[config.mk]
export PLATFORM = sky130hd
export DESIGN_NAME = demux_frame_sequencer
export DESIGN_NICKNAME = d
export VERILOG_FILES = /design/src/rtl/demux_frame_sequencer.sv
export SDC_FILE = /design/constraint.sdc
export NUM_CORES = 1
export LEC_CHECK = 0
export CORE_MARGIN = 8
export CORE_UTILIZATION = 45
export DETAILED_ROUTE_END_ITERATION = 16
export PLACE_DENSITY = 0.74
export SYNTH_ARGS = -nofsm -noshare
export SYNTH_HDL_FRONTEND = slang
export SYNTH_SLANG_ARGS = --single-unit
[constraint.sdc]
create_clock -name i_clk -period 1.6 [get_ports i_clk]
set_input_delay 0.24 -clock i_clk [delete_from_list [all_inputs] [get_ports i_clk]]
set_output_delay 0.24 -clock i_clk [all_outputs]
set_load 0.05 [all_outputs]
[src/rtl/demux_frame_sequencer.sv]
// Serial-to-demux sequencer: routes one consumed bit per valid cycle to the
// next demux channel and assembles the N bits into a parallel frame word that
// is held with a valid/ack handshake.
module demux_frame_sequencer #(
    parameter int unsigned SEL_W     = 3,
    parameter bit          MSB_FIRST = 1'b0
) (
    input  logic                  i_clk,
    input  logic                  i_rst_n,
    input  logic                  i_start,
    input  logic                  i_abort,
    input  logic                  i_din,
    input  logic                  i_din_valid,
    input  logic                  i_frame_ack,
    output logic                  o_dmx_a,
    output logic                  o_dmx_en,
    output logic [SEL_W-1:0]      o_dmx_s,
    output logic [(2**SEL_W)-1:0] o_frame,
    output logic                  o_frame_valid,
    output logic                  o_busy,
    output logic                  o_ovf
);

    localparam int unsigned N = 2 ** SEL_W;

    // Channel order: ascending from 0, or descending from N-1.
    localparam logic [SEL_W-1:0] FirstCh = MSB_FIRST ? {SEL_W{1'b1}} : {SEL_W{1'b0}};
    localparam logic [SEL_W-1:0] LastCh  = MSB_FIRST ? {SEL_W{1'b0}} : {SEL_W{1'b1}};

    typedef enum logic [1:0] {
        StIdle,
        StShift,
        StDone
    } state_e;

    state_e           r_state;
    state_e           w_state_d;
    logic [SEL_W-1:0] r_ch;
    logic [SEL_W-1:0] w_ch_d;
    logic             r_dmx_a;
    logic             w_dmx_a_d;
    logic             r_dmx_en;
    logic             w_dmx_en_d;
    logic [SEL_W-1:0] r_dmx_s;
    logic [SEL_W-1:0] w_dmx_s_d;
    logic [N-1:0]     r_frame;
    logic [N-1:0]     w_frame_d;
    logic             r_frame_valid;
    logic             w_frame_valid_d;
    logic             r_ovf;
    logic             w_ovf_d;

    // State and output registers; all outputs except busy come straight from here.
    always_ff @(posedge i_clk or negedge i_rst_n) begin
        if (!i_rst_n) begin
            r_state       <= StIdle;
            r_ch          <= FirstCh;
            r_dmx_a       <= 1'b0;
            r_dmx_en      <= 1'b0;
            r_dmx_s       <= {SEL_W{1'b0}};
            r_frame       <= {N{1'b0}};
            r_frame_valid <= 1'b0;
            r_ovf         <= 1'b0;
        end else begin
            r_state       <= w_state_d;
            r_ch          <= w_ch_d;
            r_dmx_a       <= w_dmx_a_d;
            r_dmx_en      <= w_dmx_en_d;
            r_dmx_s       <= w_dmx_s_d;
            r_frame       <= w_frame_d;
            r_frame_valid <= w_frame_valid_d;
            r_ovf         <= w_ovf_d;
        end
    end

    // Next-state and next-output decode; abort overrides every other request.
    always_comb begin
        w_state_d       = r_state;
        w_ch_d          = r_ch;
        w_dmx_a_d       = 1'b0;
        w_dmx_en_d      = 1'b0;
        w_dmx_s_d       = r_dmx_s;
        w_frame_d       = r_frame;
        w_frame_valid_d = r_frame_valid;
        w_ovf_d         = 1'b0;

        if (i_abort) begin
            w_state_d       = StIdle;
            w_ch_d          = FirstCh;
            w_frame_d       = {N{1'b0}};
            w_frame_valid_d = 1'b0;
        end else begin
            unique case (r_state)
                StIdle: begin
                    // A bit presented together with start is not consumed.
                    if (i_start) begin
                        w_state_d = StShift;
                        w_ch_d    = FirstCh;
                        w_frame_d = {N{1'b0}};
                    end
                end
                StShift: begin
                    if (i_din_valid) begin
                        w_dmx_a_d        = i_din;
                        w_dmx_s_d        = r_ch;
                        w_dmx_en_d       = 1'b1;
                        w_frame_d[r_ch]  = i_din;
                        w_ch_d           = MSB_FIRST ? (r_ch - 1'b1) : (r_ch + 1'b1);
                        if (r_ch == LastCh) begin
                            w_frame_valid_d = 1'b1;
                            w_state_d       = StDone;
                        end
                    end
                end
                StDone: begin
                    // Frame is held; any further bit is dropped and flagged.
                    if (i_din_valid) begin
                        w_ovf_d = 1'b1;
                    end
                    if (i_frame_ack) begin
                        w_frame_valid_d = 1'b0;
                        w_state_d       = StIdle;
                    end
                end
                default: begin
                    w_state_d = StIdle;
                    w_ch_d    = FirstCh;
                end
            endcase
        end
    end

    assign o_dmx_a       = r_dmx_a;
    assign o_dmx_en      = r_dmx_en;
    assign o_dmx_s       = r_dmx_s;
    assign o_frame       = r_frame;
    assign o_frame_valid = r_frame_valid;
    assign o_ovf         = r_ovf;
    assign o_busy        = (r_state == StShift) || (r_state == StDone);

endmodule

# [Word level (Yosys, flattened, before mapping)]
# Index checks and enable logic that the tools add are counted.
[word_totals] reg_bits=20 latchBits=0 mem_bits_rw=0 rom_bits=0 input_bits=7 output_inout_bits=16 wordCells=60 memories=0
[classes] addsub=1 multipliers=0 n_div=0 magnitude_cmp=2 n_eq_ne=8 n_shift=0 muxes=30 bitwise_logic=1 reduce_logical=10
[ops] op="8-bit 2-to-1 mux" count=3
[ops] op="8-bit one-hot mux with 2 select lines" count=1
[ops] op="1-bit 2-to-1 mux" count=13
[ops] op="3-bit != test, second input constant" count=4
[ops] op="2-bit 2-to-1 mux" count=5
[ops] op="3-bit 2-to-1 mux" count=3
[ops] op="3-bit one-hot mux with 3 select lines" count=1
[ops] op="3-bit AND reduction" count=3
[ops] op="8-bit bitwise mux" count=1
[ops] op="4-bit AND reduction" count=2
[ops] op="2-bit one-hot mux with 3 select lines" count=1
[ops] op="3-bit nonzero test" count=2
[ops] op="3-bit by 4-bit less-than comparator with 1-bit output, second input constant" count=1
[ops] op="3-bit by 1-bit adder with 3-bit output, second input constant" count=1
[ops] op="1-bit demux with 3-bit select" count=1
[ops] op="3-bit equality test, second input constant" count=1
[ops] op="3-bit by 1-bit >= comparator with 1-bit output, second input constant" count=1
[ops] op="2-bit by 1-bit equality test with 1-bit output, second input constant" count=1
[ops] op="2-bit equality test, second input constant" count=1
[ops] op="2-bit logical NOT" count=1
[ops] op="2-bit != test, second input constant" count=1
[ops] op="1-bit one-hot mux with 2 select lines" count=1
[ops] op="1-bit logical AND" count=1
[ops] op="1-bit logical OR" count=1
[ops] op="1-bit NOT" count=1

# [Depth between registers and ports, before layout]
[depth] word_depth=8 mapped_depth=6 depth_no_buf=5

# [Least setup slack after synthesis]
# No wires, ideal clock.
[synth_timing] path_type="register -> register" start="register r_state[1]" end="register r_ch[0]" setup_ns=0.140 t_arrival_ns=1.513 slack_ns=-0.053 path_stages_with_launch=7 period_less_slack_ns=1.653 cell_sequence="dfrtp_1 inv_1 ha_1 nor2b_2 buf_6 o311ai_0 o41ai_1"
[synth_between] elab_chain_len=3
[synth_rtl] element="start, declared" line_no="36" rtl="state_e r_state;"
[synth_rtl] element="start signal, assigned" line_no="56" rtl="r_state <= StIdle;"
[synth_rtl] element="start signal, assigned" line_no="65" rtl="r_state <= w_state_d;"
[synth_rtl] element="2-bit by 1-bit equality test with 1-bit output (tied with other cells)" line_no="93" rtl="unique case (r_state)"
[synth_rtl] element="3-bit != test (no line) (tied with other cells)"
[synth_rtl] element="3-bit AND reduction (no line) or 3-bit 2-to-1 mux (tied branches)"
[synth_rtl] element="end signal, assigned" line_no="57" rtl="r_ch <= FirstCh;"
[synth_rtl] element="end signal, assigned" line_no="66" rtl="r_ch <= w_ch_d;"
[synth_rtl] element="end, declared" line_no="38" rtl="logic [SEL_W-1:0] r_ch;"
# Several ways; a longest one is shown, not always the timed one.
# A chain may end at the register's enable or synchronous reset.

# [Worst setup path in the final report]
[layout_timing] start="register r_state[1]" end="output o_busy"
[layout_between] elab_chain_len=2
[layout_rtl] element="2-bit by 1-bit equality test with 1-bit output or 2-bit equality test (tied branches)" line_no="139" rtl="assign o_busy = (r_state == StShift) || (r_state == StDone);"
[layout_rtl] element="1-bit logical OR *" line_no="139"
[layout_rtl] element="end, declared" line_no="20" rtl="output logic o_busy,"
# Every way passes the cells marked *; elsewhere a longest branch is shown, timed or not.

==> impl_metrics.json <==
{
  "setup_slack_ns": 0.02371,
  "port_buffers": 22,
  "mappedNetlistArea_um2": 1111,
  "finalCritPeriodShare": 0.9852,
  "place_worst_setup_slack_ns": -0.08334,
  "coreArea_um2": 2410,
  "worst_pin_slew_ns": 0.3689,
  "detail_route.wirelength_um": 2606,
  "initial_drt_pass_iterations": 4,
  "top_layer": "met4",
  "io_pins": 23,
  "share_of_cell_area_taken_by_muxes_after_synthesis": 0.03041,
  "die_width_um": 65.69,
  "synth_seq_cells": 20,
  "drive_above_1_share": 0.4609,
  "m1_wl_um": 1157,
  "cts_inserted_buffers": 3,
  "yosysWarnings": 0,
  "cts-htree-levels": 1,
  "synth_compound_gate_area_share": 0.1892,
  "worst_path_dominant_cell_family": "flip-flops",
  "reg2reg_to": "r_ch[1]$_DFFE_PN0P_",
  "dieArea_um2": 4315,
  "rd_place_congestion": 0.7896,
  "cts.clk_slew.worst_paths_ns": 0.12,
  "antenna_found_initial": 0,
  "crit_path_start_kind": "flip-flop",
  "vias_per_cell": 5.823,
  "clockBufferDepth": 2,
  "cp_cell_sequence": "inv_2, buf_4, ha_1, buf_12",
  "post_layout_instance_count_excluding_filler_cells": 158,
  "clk_latency_ns": 0.31,
  "p_leak_nw": 0.7549,
  "vias": 920,
  "dominant_combinational_cell_family_by_area_after_synthesis": "simple AND/OR/NAND/NOR gates",
  "largest_net_degree_at_the_start_of_global_routing": 21,
  "worst_ir_drop_vdd_mv": 0.8852,
  "crit-reg2reg-launch": "r_state[0]$_DFFE_PN0P_",
  "postCtsHoldBufs": 0,
  "cap_viol_max_count": 0,
  "cellPowerDensity_nw_per_um2": 959.1,
  "timing.fmax_mhz": 634.4,
  "setup_viol": 0,
  "status": "finished, final reports clean",
  "drt_drc_violations_left": 0,
  "crit_path_max_incr_delay_ns": 0.39,
  "clock-skew-final_ns": 0.002946,
  "seq_area_um2": 501.7,
  "post_synth_inst_count": 93,
  "globalRouteTotalUtil": 0.1214,
  "timing.max_slew.rel_slack": 0.7535,
  "classification_of_the_worst_setup_path": "reg2out",
  "worst-endpoint-required_ns": 1.36,
  "critPathMaxFanout": 3,
  "cpMaxStageDelayCell": "dfrtp_2",
  "layout.filler_cells": 200,
  "via_count_of_the_first_global_routing_pass": 888,
  "fin_nets": 142,
  "floorplan.die.height_um": 65.69,
  "dp.final_hpwl_um": 1864,
  "grt_pass1_wl_um": 4105,
  "number_of_placement_rows": 18,
  "cts_tree": "done",
  "postLayoutCoreUtil": 0.6236,
  "numPlacedInstances": 154,
  "synthesis.nets": 106,
  "count_of_final_hold_check_violations": 0,
  "finalMaxSlewViolations": 0,
  "syn_to_final_growth_pct": 35.25,
  "met3_wirelength_um": 148,
  "antenna_cells_inserted": 0,
  "simple_gate_share_of_the_synthesized_area": 0.2128,
  "synthAdderAreaFrac": 0.06757,
  "worstSetupEndpointType": "output port",
  "floorplan.initialDensity": 0.4611,
  "multi_input_logic_area_um2": 586.8,
  "met2WireLength_um": 1263,
  "cts_root_buf": "clkbuf_4",
  "drt_first_iter_violations": 35,
  "post_drt_wl_per_cell_um": 16.49,
  "post_layout_min_period_ns": 1.576,
  "synthXorXnorAreaFrac": 0,
  "avg_synthesized_cell_area_um2": 11.95,
  "worst_ep_arrival_time_ns": 1.34,
  "tritoncts_num_sinks": 20,
  "grt_overflow_total": 0,
  "yosysUniqueCellTypes": 34,
  "synth_sequential_area_ratio": 0.4505,
  "min_path_type": "in2async",
  "critical_path_buf_inv_count": 3,
  "rr_worst_depth": 5,
  "regToRegSetupSlack_ns": 0.02,
  "unrepaired_setup_endpoints_after_global_routing": "yes",
  "tns_ns": 0,
  "antenna_nets_post_route": 0
}
layout by cell type, fill, tap and decap left out, types with 3 or more instances in the layout:
cell type / synthesis / layout
dfrtp_1: 20 / 19
nor2b_1: 4 / 4
ha_2: 0 / 3
clkbuf_4: 0 / 3
clkdlybuf4s50_1: 0 / 6
ha_1: 6 / 3
a32o_2: 6 / 6
inv_1: 5 / 3
o41ai_1: 4 / 3
o311ai_1: 1 / 3
mux2_2: 3 / 3
buf_4: 1 / 30
nand4_1: 4 / 4
nand4b_1: 5 / 5
worst register-to-register path, cell delays in order, from the launching register on:
cell	delay (ns)
dfrtp_1	0.44
ha_2	0.23
buf_4	0.15
and2b_4	0.18
o311ai_0	0.32
o41ai_1	0.14
worst max-delay path by stage:
| stage | start | endpoint | slack [ns] | depth (start not counted) |
|---|---|---|---|---|
| floorplan | r_state[1]$_DFFE_PN0P_ | r_ch[0]$_DFFE_PN0P_ | 0.03 | 6 |
| global placement | i_din_valid | o_frame[2]$_DFFE_PN0P_ | -0.02 | 5 |
| detailed placement | i_din_valid | o_frame[1]$_DFFE_PN0P_ | -0.08 | 4 |
| CTS | r_state[1]$_DFFE_PN0P_ | o_busy | 0.009 | 4 |
| global route | r_state[0]$_DFFE_PN0P_ | r_ch[1]$_DFFE_PN0P_ | -0.04 | 5 |
| finish | r_state[1]$_DFFE_PN0P_ | o_busy | 0.02 | 4 |
report_power, final:
| group | switching [mW] | internal (mW) | leakage (nW) |
|---|---|---|---|
| clock | 0.168 | 0.253 | 0.0279 |
| sequential | 0.0192 | 0.532 | 0.276 |
| combinational | 0.276 | 0.192 | 0.451 |
metal layers:
layer	up-vias	global-route usage
met4	0	0.06267
li1	437	-
met1	451	0.1420
met2	28	0.1973
met5	-	0
met3	4	0.03401
layout make-up:
type,instances,share of cell area
Clock buffer,3,0.01499
Clock inverter,1,0.01998
Inverter,5,0.01249
Multi-Input combinational cell,62,0.3905
Sequential cell,20,0.3339
Tap cell,30,0.02498
Timing Repair Buffer,37,0.2032
timing repair:
action	in CTS	in global routing
hold endpoints to repair	0	0
endpoints found under the setup margin	1	17
resized for setup	0	11
buffers inserted	1	0
pin swaps	0	3
cell families after synthesis:
logic type | Yosys count
mux | 3
buf+inv | 11
compound gates | 23
flops | 20
simple gates | 30
fa+ha+maj | 6
sequential cells by signal, indices dropped and copies added (netlist names):
name	cells
o_frame_valid	1
r_state	2
o_dmx_en	1
o_dmx_a	1
r_ch	3
o_ovf	1
o_frame	8
o_dmx_s	3
metrics by stage:
step / area, um2 / power (mW) / hold WS (ns)
final: 1503 / 1.441 / 0.2642
after global routing: 1503 / 1.502 / 0.2884
after CTS: 1491 / 1.443 / 0.2653
after detailed placement: 1431 / 1.021 / 0.4998
after global placement: 1431 / 1.015 / 0.4938
after floorplan: 1112 / 0.8307 / -0.05559
synthesized netlist by cell type, drive strengths merged:
master | number | area [um2]
a21boi | 2 | 15.01
a21oi | 2 | 13.76
a31oi | 1 | 6.260
a32o | 8 | 87.58
and2 | 2 | 12.51
and2b | 2 | 18.77
buf | 4 | 28.78
clkbuf | 2 | 7.510
dfrtp | 20 | 500.5
ha | 6 | 75.07
inv | 5 | 18.77
mux2 | 3 | 33.78
nand2 | 3 | 11.26
nand2b | 1 | 6.260
nand3 | 2 | 10.01
nand3b | 1 | 7.510
nand4 | 4 | 25.02
nand4b | 6 | 58.80
nor2 | 2 | 7.510
nor2b | 5 | 33.78
nor4 | 1 | 21.27
nor4b | 1 | 23.77
o311a | 1 | 10.01
o311ai | 4 | 35.04
o31ai | 1 | 7.510
o41ai | 4 | 35.03
Power figures use the tool's default switching activity.
